$ cat src/rtl/pmem_acc_reader.sv
// Read-side accumulation engine for PMEM: walks every kernel offset of each
// output pixel, sums the partial-sum vectors per lane and streams the result.
module pmem_acc_reader #(
    parameter int col      = 8,
    parameter int psum_bw  = 16,
    parameter int len_kij  = 9,
    parameter int len_onij = 16,
    parameter int addr_bw  = 11,
    parameter bit relu_en  = 1'b1
) (
    input  logic                     clk,
    input  logic                     reset,
    input  logic                     start,
    input  logic [addr_bw-1:0]       base_addr,
    output logic                     busy,
    output logic                     done,
    output logic                     CEN_pmem,
    output logic                     WEN_pmem,
    output logic [addr_bw-1:0]       A_pmem,
    input  logic [col*psum_bw-1:0]   Q_pmem,
    output logic                     out_valid,
    input  logic                     out_ready,
    output logic [col*psum_bw-1:0]   out_data,
    output logic [3:0]               out_idx,
    output logic [2:0]               state_dbg
);

    localparam int KW = (len_kij > 1) ? $clog2(len_kij) : 1;
    localparam int OW = (len_onij > 1) ? $clog2(len_onij) : 1;
    localparam logic [KW-1:0] KIJ_LAST  = KW'(len_kij - 1);
    localparam logic [OW-1:0] ONIJ_LAST = OW'(len_onij - 1);

    localparam logic [2:0] IDLE  = 3'd0;
    localparam logic [2:0] RD    = 3'd1;
    localparam logic [2:0] DRAIN = 3'd2;
    localparam logic [2:0] OUT   = 3'd3;
    localparam logic [2:0] FIN   = 3'd4;

    logic [2:0]             state;
    logic [addr_bw-1:0]     base_q;
    logic [KW-1:0]          kij;
    logic [OW-1:0]          onij;
    logic [col*psum_bw-1:0] acc;
    logic                   rd_pend;
    logic                   rd_first;
    logic [addr_bw-1:0]     rd_addr;

    // Address arithmetic is done at addr_bw width so it wraps naturally.
    assign rd_addr = base_q
                   + (addr_bw'(kij) * addr_bw'(len_onij))
                   + addr_bw'(onij);

    always_ff @(posedge clk) begin
        if (reset) begin
            state    <= IDLE;
            base_q   <= '0;
            kij      <= '0;
            onij     <= '0;
            acc      <= '0;
            rd_pend  <= 1'b0;
            rd_first <= 1'b0;
        end else begin
            // A read issued this cycle returns data on the next one.
            rd_pend  <= (state == RD);
            rd_first <= (state == RD) && (kij == '0);

            if (rd_pend) begin
                for (int c = 0; c < col; c++) begin
                    if (rd_first)
                        acc[c*psum_bw +: psum_bw] <= Q_pmem[c*psum_bw +: psum_bw];
                    else
                        acc[c*psum_bw +: psum_bw] <= acc[c*psum_bw +: psum_bw]
                                                   + Q_pmem[c*psum_bw +: psum_bw];
                end
            end

            case (state)
                IDLE: begin
                    if (start) begin
                        base_q <= base_addr;
                        onij   <= '0;
                        kij    <= '0;
                        state  <= RD;
                    end
                end
                RD: begin
                    if (kij == KIJ_LAST) begin
                        kij   <= '0;
                        state <= DRAIN;
                    end else begin
                        kij <= kij + KW'(1);
                    end
                end
                DRAIN: state <= OUT;
                OUT: begin
                    if (out_ready) begin
                        if (onij == ONIJ_LAST) begin
                            state <= FIN;
                        end else begin
                            onij  <= onij + OW'(1);
                            kij   <= '0;
                            state <= RD;
                        end
                    end
                end
                FIN:     state <= IDLE;
                default: state <= IDLE;
            endcase
        end
    end

    // Output handshake: out_valid is held with out_data/out_idx stable until a
    // rising edge sees out_valid && out_ready; only then does the pass advance.
    assign out_valid = (state == OUT);
    assign out_idx   = 4'(onij);
    assign busy      = (state != IDLE);
    assign done      = (state == FIN);
    assign CEN_pmem  = (state != RD);
    assign WEN_pmem  = 1'b1;
    assign A_pmem    = (state == RD) ? rd_addr : '0;
    assign state_dbg = state;

    always_comb begin
        out_data = '0;
        for (int c = 0; c < col; c++) begin
            if (relu_en && acc[c*psum_bw + psum_bw - 1])
                out_data[c*psum_bw +: psum_bw] = '0;
            else
                out_data[c*psum_bw +: psum_bw] = acc[c*psum_bw +: psum_bw];
        end
    end

endmodule

$ cat config.mk
export PLATFORM = sky130hd
export DESIGN_NAME = pmem_acc_reader
export DESIGN_NICKNAME = d
export VERILOG_FILES = /design/src/rtl/pmem_acc_reader.sv
export SDC_FILE = /design/constraint.sdc
export NUM_CORES = 1
export LEC_CHECK = 0
export CAP_MARGIN = 20
export CELL_PAD_IN_SITES_DETAIL_PLACEMENT = 1
export CELL_PAD_IN_SITES_GLOBAL_PLACEMENT = 1
export CORE_ASPECT_RATIO = 0.75
export CORE_MARGIN = 2
export CORE_UTILIZATION = 41
export CTS_CLUSTER_SIZE = 10
export DETAILED_ROUTE_END_ITERATION = 12
export PLACE_DENSITY = 0.95
export SYNTH_ARGS = -nofsm -noshare
export SYNTH_HDL_FRONTEND = slang
export SYNTH_SLANG_ARGS = --single-unit
$ cat constraint.sdc
create_clock -name clk -period 4 [get_ports clk]
set_input_delay 0.6 -clock clk [delete_from_list [all_inputs] [get_ports clk]]
set_output_delay 0.6 -clock clk [all_outputs]
set_load 0.1 [all_outputs]
==> flow_summary.json <==
{
  "status": "complete, no violations",
  "antenna_found_initial": 6,
  "drv_slew": 0,
  "reg2reg_depth": 10,
  "synth_area_leader_cell": "dfxtp_1",
  "most-common-layout-cells": "clkdlybuf4s50_1, nand2_1, nor2_1",
  "crit_end": "A_pmem[10]",
  "track_usage_pct": 27.9,
  "p_per_area_nw_per_um2": 414,
  "final_common_cell": "clkdlybuf4s50_1",
  "grt_max_degree": 157,
  "timing.hold.ws_ns": 0.466,
  "cp.required_ns": 3.40,
  "layout-drive-gt1-share_pct": 4.93,
  "cts_made_buffers": 17,
  "post-cts-setup-buffer-count": 0,
  "overflow": 0,
  "utilization_pct": 53.4,
  "post-route-min-period_ns": 3.76,
  "met2_length_um": 22900,
  "synth_top_cell_area_share_pct": 23.5,
  "hpwl_um": 33600,
  "timing.slew.headroom_pct": 29.9,
  "vias_per_cell": 5.85,
  "power.total_mw": 6.89,
  "first_pass_iters": 5,
  "yosysWarnings": 0,
  "synth_seq_area_share_pct": 23.5,
  "syn_area_um2": 13000,
  "wirelength_um": 46700,
  "placed_area_um2": 16000,
  "fin_crit_sh_pct": 94.1,
  "cap_violations": 0,
  "tightest_slew_ns": 1.05,
  "fin_area_um2": 16600,
  "cts-root-buf": "clkbuf_16",
  "cts_tree": "yes",
  "grt_setup_unrepaired": "no",
  "wl_met1_um": 20400,
  "routedWlPerCell_um": 20.2,
  "ant_nets": 0,
  "via_count": 13500,
  "area_growth_pct": 28.4,
  "crit_arrival_ns": 3.16,
  "cp-end-kind": "output pin",
  "grt_pass1_wl_um": 74500,
  "cts_sinks": 152,
  "path_cells": "ha_1 > fa_1 > a21o_1 > a21oi_1 > o21bai_1 > a21oi_1 > o21bai_1 > a21oi_2 > o21ai_0 > a21oi_2 > buf_4",
  "finalHoldViolations": 0,
  "drt-initial-drc-count": 673,
  "chipWidth_um": 209,
  "finish.net_count": 2176,
  "grt_pass1_vias": 14500,
  "seqCellArea_um2": 3060,
  "synthTopCellsByArea": "dfxtp_1, ha_1, nor2b_1",
  "ys_types": 80,
  "fmax_mhz": 266,
  "synthFlopType": "dfxtp_1",
  "critPathMaxStageDelay_ns": 0.41,
  "wl_met3_um": 2280,
  "coreArea_um2": 31200,
  "clock_latency_ns": 0.45,
  "clock_path_buffers": 2,
  "synth-edff-count": 0,
  "place_congestion": 0.877,
  "fp.dieH_um": 158,
  "finalSetupViolations": 0,
  "p_leak_nw": 6.93,
  "cpMaxStageDelayCell": "fa_1",
  "hold_start": "base_q[2]",
  "crit_path_start_kind": "register",
  "finalClockSkew_ns": 0.0140,
  "start_util_pct": 41.6,
  "multi_input_area_um2": 9400,
  "synthCells": 1676,
  "io_pins": 294,
  "startpoint": "out_idx[0]",
  "ir_drop_mv": 0.253,
  "avgSynthCellArea_um2": 7.74,
  "io_buffers": 284,
  "rrSetupSlack_ns": 1.18,
  "fill_cells": 3791,
  "highest_layer": "met5",
  "worst-path-max-fanout": 6,
  "htree_num_levels": 4,
  "r2r_start": "acc[64]",
  "synth_seq_cells": 152,
  "hold_path.class": "register to register",
  "drt_drc_violations_left": 0,
  "r2r_end": "acc[74]",
  "dieArea_um2": 33100,
  "critical_path_class": "register to output pin",
  "rows": 56,
  "clk_pin_slew_ns": 0.07,
  "async_flop_share_pct": 0
}
-- synth_stat cells, drive strengths merged (42+ instances only) --
library cell and instances:
ha 131, a311oi 64, o21ai 87, nor2 182
nand2 202, xnor2 56, a21oi 97, nor2b 126
inv 42, clkbuf 74, dfxtp 152
-- per-stage QoR --
step | setup TNS, ns | std cells | setup WS, ns
2_1_floorplan | -1.32 | 1683 | -0.169
3_3_place_gp | 0 | 2280 | 0.608
3_5_place_dp | 0 | 2280 | 0.512
4_1_cts | 0 | 2312 | 0.124
5_1_grt | 0 | 2314 | 0.0695
6_report | 0 | 2314 | 0.236
-- state kept, by name, indices dropped and copies added, names as in the netlist --
name	flops
kij	4
acc	128
state_dbg	3
rd_pend	1
out_idx	4
rd_first	1
base_q	11
-- report_power, final --
group	internal, mW	switching (mW)
registers	1.66	0.200
clock network	1.07	0.750
logic	1.06	2.16
-- layer usage --
metal	track usage [%]	up-vias
met5	0	-
met4	10.3	6
met3	5.71	81
met2	50.1	343
met1	33.1	6654
li1	-	6458
-- area by class of cell --
class                           count  area share [%]
Multi-Input combinational cell   1387            56.5
Sequential cell                   152            18.4
Timing Repair Buffer              293            17.3
Tap cell                          406            3.05
Clock buffer                       18            2.64
Clock inverter                     14            1.19
Inverter                           42           0.947
Antenna cell                        2          0.0301
-- kinds of logic after synthesis --
| logic type | Yosys count | synth area share [%] |
|---|---|---|
| and+or+nand+nor | 642 | 23.5 |
| AOI/OAI and AO/OA | 470 | 25.6 |
| DFF | 152 | 23.5 |
| buffers and inverters | 144 | 4.45 |
| adders and majority gates | 140 | 14.0 |
| xor gates and xnor gates | 89 | 6.01 |
| muxes | 37 | 2.86 |
| other | 2 | 0.0579 |
-- how the worst min path moves through the flow --
stage / endpoint / slack [ns] / depth (start not counted)
3_3_place_gp: base_q[6] / 0.45 / 2
2_1_floorplan: base_q[0] / 0.44 / 2
4_1_cts: base_q[5] / 0.47 / 2
6_report: base_q[2] / 0.47 / 2
5_1_grt: base_q[2] / 0.50 / 2
3_5_place_dp: base_q[5] / 0.45 / 2
-- worst max-delay path, delay by kind of cell (launching register included) --
kind / cells / cell delay [ns]
AOI/OAI and AO/OA: 8 / 1.39
adders and majority gates: 2 / 0.64
DFF: 1 / 0.36
buffers and inverters: 1 / 0.31
-- timing repair --
item / 4_1_cts / 5_1_grt
hold buffers: 0 / 0
gates resized for setup: 0 / 1
endpoints found under the setup margin: 0 / 1
(Power assumes the default switching activity.)
